`src/rtl/bus_terminal_fifo_pkg.sv`:
```
`default_nettype none
// ============================================================================
// Package     : bus_pkg
// Description : Shared constants and helpers for the bus terminal FIFO.
//               ID_W         - width of the destination-ID field
//               BROADCAST_ID - destination ID accepted by every terminal
//               DROP_W       - width of the saturating drop counter
//               dest_of()    - extracts the destination ID of a bus word
// Revision    : 1.0 - initial release
// ============================================================================
package bus_pkg;

  localparam int              ID_W         = 8;
  localparam logic [ID_W-1:0] BROADCAST_ID = 8'hFF;
  localparam int              DROP_W       = 8;
  // Widest bus word the helper below can inspect.
  localparam int              MAX_W        = 64;

  // Destination ID is the top ID_W bits of a word that is `width` bits wide.
  // The word is passed zero-extended to MAX_W so one function serves any width.
  function automatic logic [ID_W-1:0] dest_of(input logic [MAX_W-1:0] word,
                                              input int               width);
    return ID_W'(word >> (width - ID_W));
  endfunction

endpackage
`default_nettype wire

```
`src/rtl/bus_terminal_fifo_if.sv`:
```
`default_nettype none
// ============================================================================
// Interface   : bus_terminal_fifo_if
// Description : Host- and bus-side handshake signals of one bus terminal.
//               Host TX : wr_en, wr_data -> tx_full
//               Bus  TX : pndng, D_pop   <- pop
//               Bus  RX : push, D_push
//               Host RX : rd_en -> rd_data, rx_empty, drop_cnt
//               Modport slave is the terminal, master is whoever drives it.
// Revision    : 1.0 - initial release
// ============================================================================
interface bus_terminal_fifo_if
  import bus_pkg::*;
#(
  parameter int ANCHO_PAL = 16
);

  logic                 wr_en;
  logic [ANCHO_PAL-1:0] wr_data;
  logic                 tx_full;
  logic                 pndng;
  logic [ANCHO_PAL-1:0] D_pop;
  logic                 pop;
  logic                 push;
  logic [ANCHO_PAL-1:0] D_push;
  logic                 rd_en;
  logic [ANCHO_PAL-1:0] rd_data;
  logic                 rx_empty;
  logic [DROP_W-1:0]    drop_cnt;

  modport slave (
    input  wr_en, wr_data, pop, push, D_push, rd_en,
    output tx_full, pndng, D_pop, rd_data, rx_empty, drop_cnt
  );

  modport master (
    output wr_en, wr_data, pop, push, D_push, rd_en,
    input  tx_full, pndng, D_pop, rd_data, rx_empty, drop_cnt
  );

endinterface
`default_nettype wire

```
`src/rtl/bus_terminal_fifo_sync_fifo.sv`:
```
`default_nettype none
// ============================================================================
// Module      : sync_fifo
// Description : Single-clock FIFO, first-word-fall-through, data output is 0
//               whenever the FIFO is empty.
//   clk        in  clock
//   reset      in  asynchronous active-low reset
//   wr_en_i    in  write strobe
//   wr_data_i  in  write word
//   rd_en_i    in  consume the head word
//   rd_data_o  out head word (0 when empty)
//   empty_o    out no words stored
//   full_o     out DEPTH words stored
// READ_FREES_SLOT=1 lets a write into a full FIFO succeed when a read
// happens in the same cycle; with 0 a full FIFO always rejects the write.
// Revision    : 1.0 - initial release
// ============================================================================
module sync_fifo #(
  parameter int WIDTH           = 16,
  parameter int DEPTH           = 8,
  parameter bit READ_FREES_SLOT = 1'b0
) (
  input  wire logic             clk,
  input  wire logic             reset,
  input  wire logic             wr_en_i,
  input  wire logic [WIDTH-1:0] wr_data_i,
  input  wire logic             rd_en_i,
  output logic      [WIDTH-1:0] rd_data_o,
  output logic                  empty_o,
  output logic                  full_o
);

  localparam int PTR_W = $clog2(DEPTH);
  localparam int CNT_W = PTR_W + 1;

  logic [WIDTH-1:0] mem_q [DEPTH];
  logic [PTR_W-1:0] wr_ptr_q, wr_ptr_d;
  logic [PTR_W-1:0] rd_ptr_q, rd_ptr_d;
  logic [CNT_W-1:0] count_q,  count_d;

  logic w_empty;
  logic w_full;
  logic w_rd_ok;
  logic w_wr_ok;

  // Flags decode registered occupancy only, never the current strobes.
  assign w_empty = (count_q == '0);
  assign w_full  = (count_q == CNT_W'(DEPTH));
  assign w_rd_ok = rd_en_i && !w_empty;
  assign w_wr_ok = wr_en_i && (!w_full || (READ_FREES_SLOT && w_rd_ok));

  always_comb begin
    wr_ptr_d = wr_ptr_q;
    rd_ptr_d = rd_ptr_q;
    count_d  = count_q + CNT_W'(w_wr_ok) - CNT_W'(w_rd_ok);
    // DEPTH is a power of two, so natural pointer overflow is the wrap.
    if (w_wr_ok) wr_ptr_d = wr_ptr_q + PTR_W'(1);
    if (w_rd_ok) rd_ptr_d = rd_ptr_q + PTR_W'(1);
  end

  always_ff @(posedge clk or negedge reset) begin
    if (!reset) begin
      wr_ptr_q <= '0;
      rd_ptr_q <= '0;
      count_q  <= '0;
    end else begin
      wr_ptr_q <= wr_ptr_d;
      rd_ptr_q <= rd_ptr_d;
      count_q  <= count_d;
    end
  end

  // Storage needs no reset: nothing is visible while count_q is zero.
  always_ff @(posedge clk) begin
    if (w_wr_ok) mem_q[wr_ptr_q] <= wr_data_i;
  end

  assign rd_data_o = w_empty ? '0 : mem_q[rd_ptr_q];
  assign empty_o   = w_empty;
  assign full_o    = w_full;

endmodule
`default_nettype wire

```
`src/rtl/bus_terminal_fifo.sv`:
```
`default_nettype none
// ============================================================================
// Module      : bus_terminal_fifo
// Description : Terminal-side endpoint of the shared bus. A TX FIFO buffers
//               host words for the bus to pop; an RX FIFO keeps bus words
//               addressed to this terminal (own ID or broadcast) for the host.
//   clk    in  clock, all state on rising edge
//   reset  in  asynchronous active-low reset
//   bus    --  bus_terminal_fifo_if.slave (wr_en/wr_data/tx_full,
//              pndng/D_pop/pop, push/D_push, rd_en/rd_data/rx_empty,
//              drop_cnt)
// Revision    : 1.0 - initial release
// ============================================================================
module bus_terminal_fifo
  import bus_pkg::*;
#(
  parameter int              ANCHO_PAL = 16,
  parameter int              DEPTH     = 8,
  parameter logic [ID_W-1:0] BROADCAST = BROADCAST_ID,
  parameter logic [ID_W-1:0] ID        = 8'h00
) (
  input wire logic          clk,
  input wire logic          reset,
  bus_terminal_fifo_if.slave bus
);

  logic              w_tx_empty;
  logic              w_rx_full;
  logic [ID_W-1:0]   w_dest;
  logic              w_match;
  logic              w_rx_accept;
  logic              w_rx_read;
  logic              w_drop;
  logic [DROP_W-1:0] drop_q;

  // TX: a full FIFO rejects writes even if the bus pops in the same cycle.
  sync_fifo #(
    .WIDTH           (ANCHO_PAL),
    .DEPTH           (DEPTH),
    .READ_FREES_SLOT (1'b0)
  ) u_tx_fifo (
    .clk       (clk),
    .reset     (reset),
    .wr_en_i   (bus.wr_en),
    .wr_data_i (bus.wr_data),
    .rd_en_i   (bus.pop),
    .rd_data_o (bus.D_pop),
    .empty_o   (w_tx_empty),
    .full_o    (bus.tx_full)
  );

  assign bus.pndng = !w_tx_empty;

  assign w_dest      = dest_of(MAX_W'(bus.D_push), ANCHO_PAL);
  assign w_match     = (w_dest == ID) || (w_dest == BROADCAST);
  assign w_rx_accept = bus.push && w_match;
  assign w_rx_read   = bus.rd_en && !bus.rx_empty;

  // RX: a host read in the same cycle frees a slot for the incoming word.
  sync_fifo #(
    .WIDTH           (ANCHO_PAL),
    .DEPTH           (DEPTH),
    .READ_FREES_SLOT (1'b1)
  ) u_rx_fifo (
    .clk       (clk),
    .reset     (reset),
    .wr_en_i   (w_rx_accept),
    .wr_data_i (bus.D_push),
    .rd_en_i   (bus.rd_en),
    .rd_data_o (bus.rd_data),
    .empty_o   (bus.rx_empty),
    .full_o    (w_rx_full)
  );

  // Only words addressed to us can be dropped; foreign words are not losses.
  assign w_drop = w_rx_accept && w_rx_full && !w_rx_read;

  always_ff @(posedge clk or negedge reset) begin
    if (!reset) begin
      drop_q <= '0;
    end else if (w_drop && (drop_q != '1)) begin
      drop_q <= drop_q + DROP_W'(1);
    end
  end

  assign bus.drop_cnt = drop_q;

endmodule
`default_nettype wire

```
`src/flat_wrapper.sv`:
```
// flat-port wrapper written by rule: the top's interface ports become plain ports
module bus_terminal_fifo_flat import bus_pkg::*;
#(
  parameter int              ANCHO_PAL = 16,
  parameter int              DEPTH     = 8,
  parameter logic [ID_W-1:0] BROADCAST = BROADCAST_ID,
  parameter logic [ID_W-1:0] ID        = 8'h00
)
  (clk, reset, bus_wr_en, bus_wr_data, bus_pop, bus_push, bus_D_push, bus_rd_en, bus_tx_full, bus_pndng, bus_D_pop, bus_rd_data, bus_rx_empty, bus_drop_cnt);
  bus_terminal_fifo_if #(.ANCHO_PAL(ANCHO_PAL)) bus_i ();
  input wire logic clk;
  input wire logic reset;
  input wire logic [$bits(bus_i.wr_en)-1:0] bus_wr_en;
  input wire logic [$bits(bus_i.wr_data)-1:0] bus_wr_data;
  input wire logic [$bits(bus_i.pop)-1:0] bus_pop;
  input wire logic [$bits(bus_i.push)-1:0] bus_push;
  input wire logic [$bits(bus_i.D_push)-1:0] bus_D_push;
  input wire logic [$bits(bus_i.rd_en)-1:0] bus_rd_en;
  output wire logic [$bits(bus_i.tx_full)-1:0] bus_tx_full;
  output wire logic [$bits(bus_i.pndng)-1:0] bus_pndng;
  output wire logic [$bits(bus_i.D_pop)-1:0] bus_D_pop;
  output wire logic [$bits(bus_i.rd_data)-1:0] bus_rd_data;
  output wire logic [$bits(bus_i.rx_empty)-1:0] bus_rx_empty;
  output wire logic [$bits(bus_i.drop_cnt)-1:0] bus_drop_cnt;
  assign bus_i.wr_en = bus_wr_en;
  assign bus_i.wr_data = bus_wr_data;
  assign bus_i.pop = bus_pop;
  assign bus_i.push = bus_push;
  assign bus_i.D_push = bus_D_push;
  assign bus_i.rd_en = bus_rd_en;
  assign bus_tx_full = bus_i.tx_full;
  assign bus_pndng = bus_i.pndng;
  assign bus_D_pop = bus_i.D_pop;
  assign bus_rd_data = bus_i.rd_data;
  assign bus_rx_empty = bus_i.rx_empty;
  assign bus_drop_cnt = bus_i.drop_cnt;
  bus_terminal_fifo #(.ANCHO_PAL(ANCHO_PAL), .DEPTH(DEPTH), .BROADCAST(BROADCAST), .ID(ID)) u_core (.clk(clk), .reset(reset), .bus(bus_i));
endmodule
```
`config.mk`:
```
export PLATFORM = sky130hd
export DESIGN_NAME = bus_terminal_fifo_flat
export DESIGN_NICKNAME = d
export VERILOG_FILES = /design/src/rtl/bus_terminal_fifo_pkg.sv /design/src/rtl/bus_terminal_fifo_if.sv /design/src/rtl/bus_terminal_fifo_sync_fifo.sv /design/src/rtl/bus_terminal_fifo.sv /design/src/flat_wrapper.sv
export SDC_FILE = /design/constraint.sdc
export NUM_CORES = 1
export LEC_CHECK = 0
export CAP_MARGIN = 10
export CORE_ASPECT_RATIO = 1.4
export CORE_MARGIN = 2
export CORE_UTILIZATION = 30
export DETAILED_ROUTE_END_ITERATION = 6
export GPL_TIMING_DRIVEN = 0
export PLACE_DENSITY = 0.45
export SLEW_MARGIN = 20
export SYNTH_ARGS = -nofsm -noshare
export SYNTH_HDL_FRONTEND = slang
export SYNTH_SLANG_ARGS = --single-unit
export TNS_END_PERCENT = 10
```
`constraint.sdc`:
```
create_clock -name clk -period 3.39 [get_ports clk]
set_input_delay 1.017 -clock clk [delete_from_list [all_inputs] [get_ports clk]]
set_output_delay 1.017 -clock clk [all_outputs]
set_load 0.01 [all_outputs]
```
==> impl_metrics.py, run 1 <==
metrics = {
    "synthesis": {
        "yosys-top-cells-area": "edfxtp_1 68%, mux4_2 13%, dfrtp_1 6.2%, mux2i_1 2.8%, ha_1 1.8%",
        "netlist_area_um2": 11310,
        "synth_cells": 564,
        "synth_top_area_share_pct": 67.96,
        "synth-edff-count": 256,
        "yosysWarnings": 0,
        "synthMostInstantiatedCell": "edfxtp_1",
        "yosysSeqAreaShare_pct": 74.15,
        "syn_avg_cell_area_um2": 20.06,
        "dominantRegCellSynth": "edfxtp_1",
        "ys_ff_latch": 284,
        "async_reset_ff_share_pct": 9.859,
        "synthTopCellsByCount": "256 x edfxtp_1, 64 x mux4_2, 44 x nor2_1",
        "yosysTopAreaCell": "edfxtp_1",
        "syn_nets": 620,
        "ys_types": 38,
    },
    "clock_tree": {
        "htreeDepth": 1,
        "cts.hold.buffers_added": 0,
        "clock-sinks": 284,
        "clock_path_buffers": 3,
        "cts_root_buf": "clkbuf_16",
        "clk_pin_slew_ps": 60,
        "cts_tree": "done",
        "clkLatencyLatePin_ps": 560,
        "numCtsBuffers": 30,
    },
    "pwr": {
        "vdd_drop_max_uv": 449.4,
        "switching_share_pct": 29.39,
        "comb_power_share_pct": 32.8,
        "seqPwrFrac_pct": 37.9,
        "total_power_mw": 11.57,
        "p_leak_nw": 4.965,
        "switching_power_mw": 3.399,
        "p_per_area_nw_per_um2": 812.0,
        "intPower_mw": 8.167,
        "pwr-share-clk_pct": 29.3,
    },
    "global_route": {
        "antenna_found_initial": 0,
        "grtUsageTotal_pct": 13.24,
        "grt_pass1_vias": 6262,
        "grt_pass1_wl_um": 38760,
        "grt_overflow": 0,
        "grt_max_degree": 29,
    },
    "floorplanning": {
        "dieArea_um2": 39300,
        "start_util_pct": 30.23,
        "core_um2": 37420,
        "row_count": 84,
        "io_pins": 81,
        "die_y_um": 233.8,
        "die_x_um": 168.1,
    },
    "finish": {
        "drive_above_1_share_pct": 27.86,
        "fillers": 3478,
        "area_growth_pct": 25.90,
        "nNetsFinal": 758,
        "n_antenna_cell": 0,
        "final_cells": 1198,
    },
    "min_path": {
        "hold_end": "u_core.u_tx_fifo.count_q[0]",
        "holdPathStages": 1,
        "worstHoldStart": "u_core.u_tx_fifo.count_q[0]",
        "min_path_type": "reg2reg",
    },
    "setup_path": {
        "path_class": "reg2out",
        "worstRegToRegCells": 7,
        "startpoint_type": "flip-flop",
        "reg2reg_to": "u_core.u_tx_fifo.mem_q[1][7]",
        "critPathMaxFanout": 7,
        "crit_chain": "buf_6, buf_12, buf_4, buf_4, mux4_2, mux2i_1, nor2_1, buf_2",
        "crit_top_cell": "buf_4",
        "worst-endpoint-arrival_ps": 2320,
        "end_kind": "primary output",
        "worst_ep_required_time_ps": 2370,
        "path_buf_inv": 5,
        "crit_slowest_cell": "mux4_2",
        "reg2reg_slack_ps": 860,
        "path_delay_family": "buffers and inverters",
        "worst_path_largest_cell_delay_ps": 480,
        "rr_startpoint": "u_core.u_tx_fifo.count_q[2]",
    },
    "placement": {
        "portBuffers": 80,
        "gp_congestion": 0.7011,
        "dp_cells": 1129,
        "hpwl_um": 16880,
    },
    "timing": {
        "worst_pin_slew_ps": 705.5,
        "hold_viol": 0,
        "setup_viol": 0,
        "rsz0062_at_grt": "yes",
        "fmax_mhz": 299.9,
        "tns_ps": 0,
        "skew_ps": 6.022,
        "layout_min_cycle_time_ps": 3334,
        "max-slew-margin-rel_pct": 52.71,
        "slew_violations": 0,
        "fin_crit_sh_pct": 98.35,
    },
    "route": {
        "initialDrtViolationCount": 380,
        "dr.pass1.iters": 4,
        "routedWlPerCell_um": 21.20,
        "ant_nets": 0,
        "vias": 5589,
        "drc_errors": 0,
        "wirelength_um": 25400,
        "vias_per_cell": 4.665,
    },
    "run": {
        "drv_cap": 0,
    },
    "run_status": {
        "outcome": "finished clean",
    },
}
-- repair_timing --
item | 4_1_cts | 5_1_grt
buffers inserted | 8 | 10
pin swaps | 0 | 3
cloned | 0 | 1
setup endpoints to repair | 58 | 33
resized for setup | 103 | 24
-- registers in the layout, indices dropped and copies added (netlist names), 4 cells and up --
signal and flops:
u_core.u_tx_fifo.mem_q 128, u_core.bus.drop_cnt 8, u_core.u_rx_fifo.count_q 4, u_core.u_tx_fifo.count_q 4, u_core.u_rx_fifo.mem_q 128
-- worst max path at each step --
stage | from | endpoint | slack (ps) | depth (start not counted)
global placement | bus_D_push[13] | u_core.u_rx_fifo.mem_q[4][10] | -2380 | 6
global route | u_core.u_tx_fifo.rd_ptr_q[0] | bus_D_pop[10] | -40 | 6
floorplan | bus_D_push[13] | u_core.u_rx_fifo.mem_q[4][0] | -240 | 5
finish | u_core.u_rx_fifo.rd_ptr_q[0] | bus_rd_data[9] | 60 | 8
detailed placement | bus_D_push[13] | u_core.u_rx_fifo.mem_q[4][10] | -660 | 8
CTS | u_core.u_tx_fifo.rd_ptr_q[0] | bus_D_pop[5] | -40 | 7
-- cell families (layout without fill, tap and decap cells) --
logic type	count (synthesis)	after routing	synth area share, %
AOI/OAI and AO/OA	8	8	0.5862
xor gates and xnor gates	17	17	1.316
adders and majority gates	18	18	2.124
buffers and inverters	42	203	1.571
DFF	284	284	74.15
muxes	100	100	15.97
and+or+nand+nor	95	95	4.280
-- per-layer routing --
layer  track usage (%)  vias to the layer above  part of all wire [%]
li1                  -                     2510                     -
met1             15.21                     2916                    39
met2             25.32                      126                    55
met3             2.262                       37                   4.2
met4             3.637                        0                   1.9
met5                 0                        -                     0
-- metrics by stage --
step | util (%) | worst slack [ps] | cell area (um2) | hold slack, ps
2_1_floorplan | - | -245.0 | 11320 | 467.0
3_5_place_dp | 34.59 | -656.3 | 12940 | 487.2
5_1_grt | 38.07 | -42.79 | 14240 | 520.1
6_report | 38.07 | 55.80 | 14240 | 494.5
4_1_cts | 37.78 | -39.45 | 14140 | 494.4
3_3_place_gp | 33.97 | -2376 | 12710 | 479.1
-- placed cells by master (no fill, tap or decap), types with 3 or more instances in the layout --
cell type,synthesis,final
edfxtp_1,256,256
mux4_2,64,64
clkdlybuf4s50_1,0,41
nor2_1,44,35
clkbuf_16,0,32
mux2i_1,32,30
dfrtp_1,28,25
buf_4,0,24
dlygate4sd2_1,0,18
inv_1,16,16
ha_1,16,16
nand2_1,15,14
xnor2_1,12,12
clkdlybuf4s15_1,0,12
nor2_4,1,9
buf_12,0,7
clkinv_1,1,7
clkinv_2,0,7
nand4_1,6,6
nand3_1,6,6
buf_6,1,6
buf_2,10,6
xor2_1,5,5
clkbuf_4,0,5
bufinv_16,0,5
nand2b_1,4,4
nor3b_4,0,4
buf_8,0,4
nor3_2,1,3
clkbuf_2,0,3
dfrtp_2,0,3
-- layout make-up --
type / count / area, um2 / share of cell area (%)
buffer: 20 / 242.7 / 1.704
clock buffer: 32 / 779.5 / 5.473
clock inverter: 23 / 246.5 / 1.731
inverter: 17 / 68.82 / 0.4832
multi-input combinational: 238 / 2877 / 20.20
sequential: 284 / 8392 / 58.92
tap: 473 / 591.8 / 4.155
timing repair buffer: 111 / 1045 / 7.335
-- power by group through the flow --
stage / combinational (mW) / clock [mW] / sequential (mW)
3_3_place_gp: 3.71 / 0 / 4.35
2_1_floorplan: 2.25 / 0 / 4.33
4_1_cts: 3.77 / 3.50 / 4.39
3_5_place_dp: 3.81 / 0 / 4.37
6_report: 3.79 / 3.39 / 4.38
5_1_grt: 4.15 / 3.64 / 4.42
(Power assumes the default switching activity.)
==> inputs of run 2 (changes only) <==
--- a/config.mk
+++ b/config.mk
@@ -5,7 +5,7 @@
 export SDC_FILE = /design/constraint.sdc
 export NUM_CORES = 1
 export LEC_CHECK = 0
-export CAP_MARGIN = 10
+export CAP_MARGIN = 0
 export CORE_ASPECT_RATIO = 1.4
 export CORE_MARGIN = 2
 export CORE_UTILIZATION = 30
==> results of run 2 <==
Final layout, timing and power as in run 1 (identical DEF).
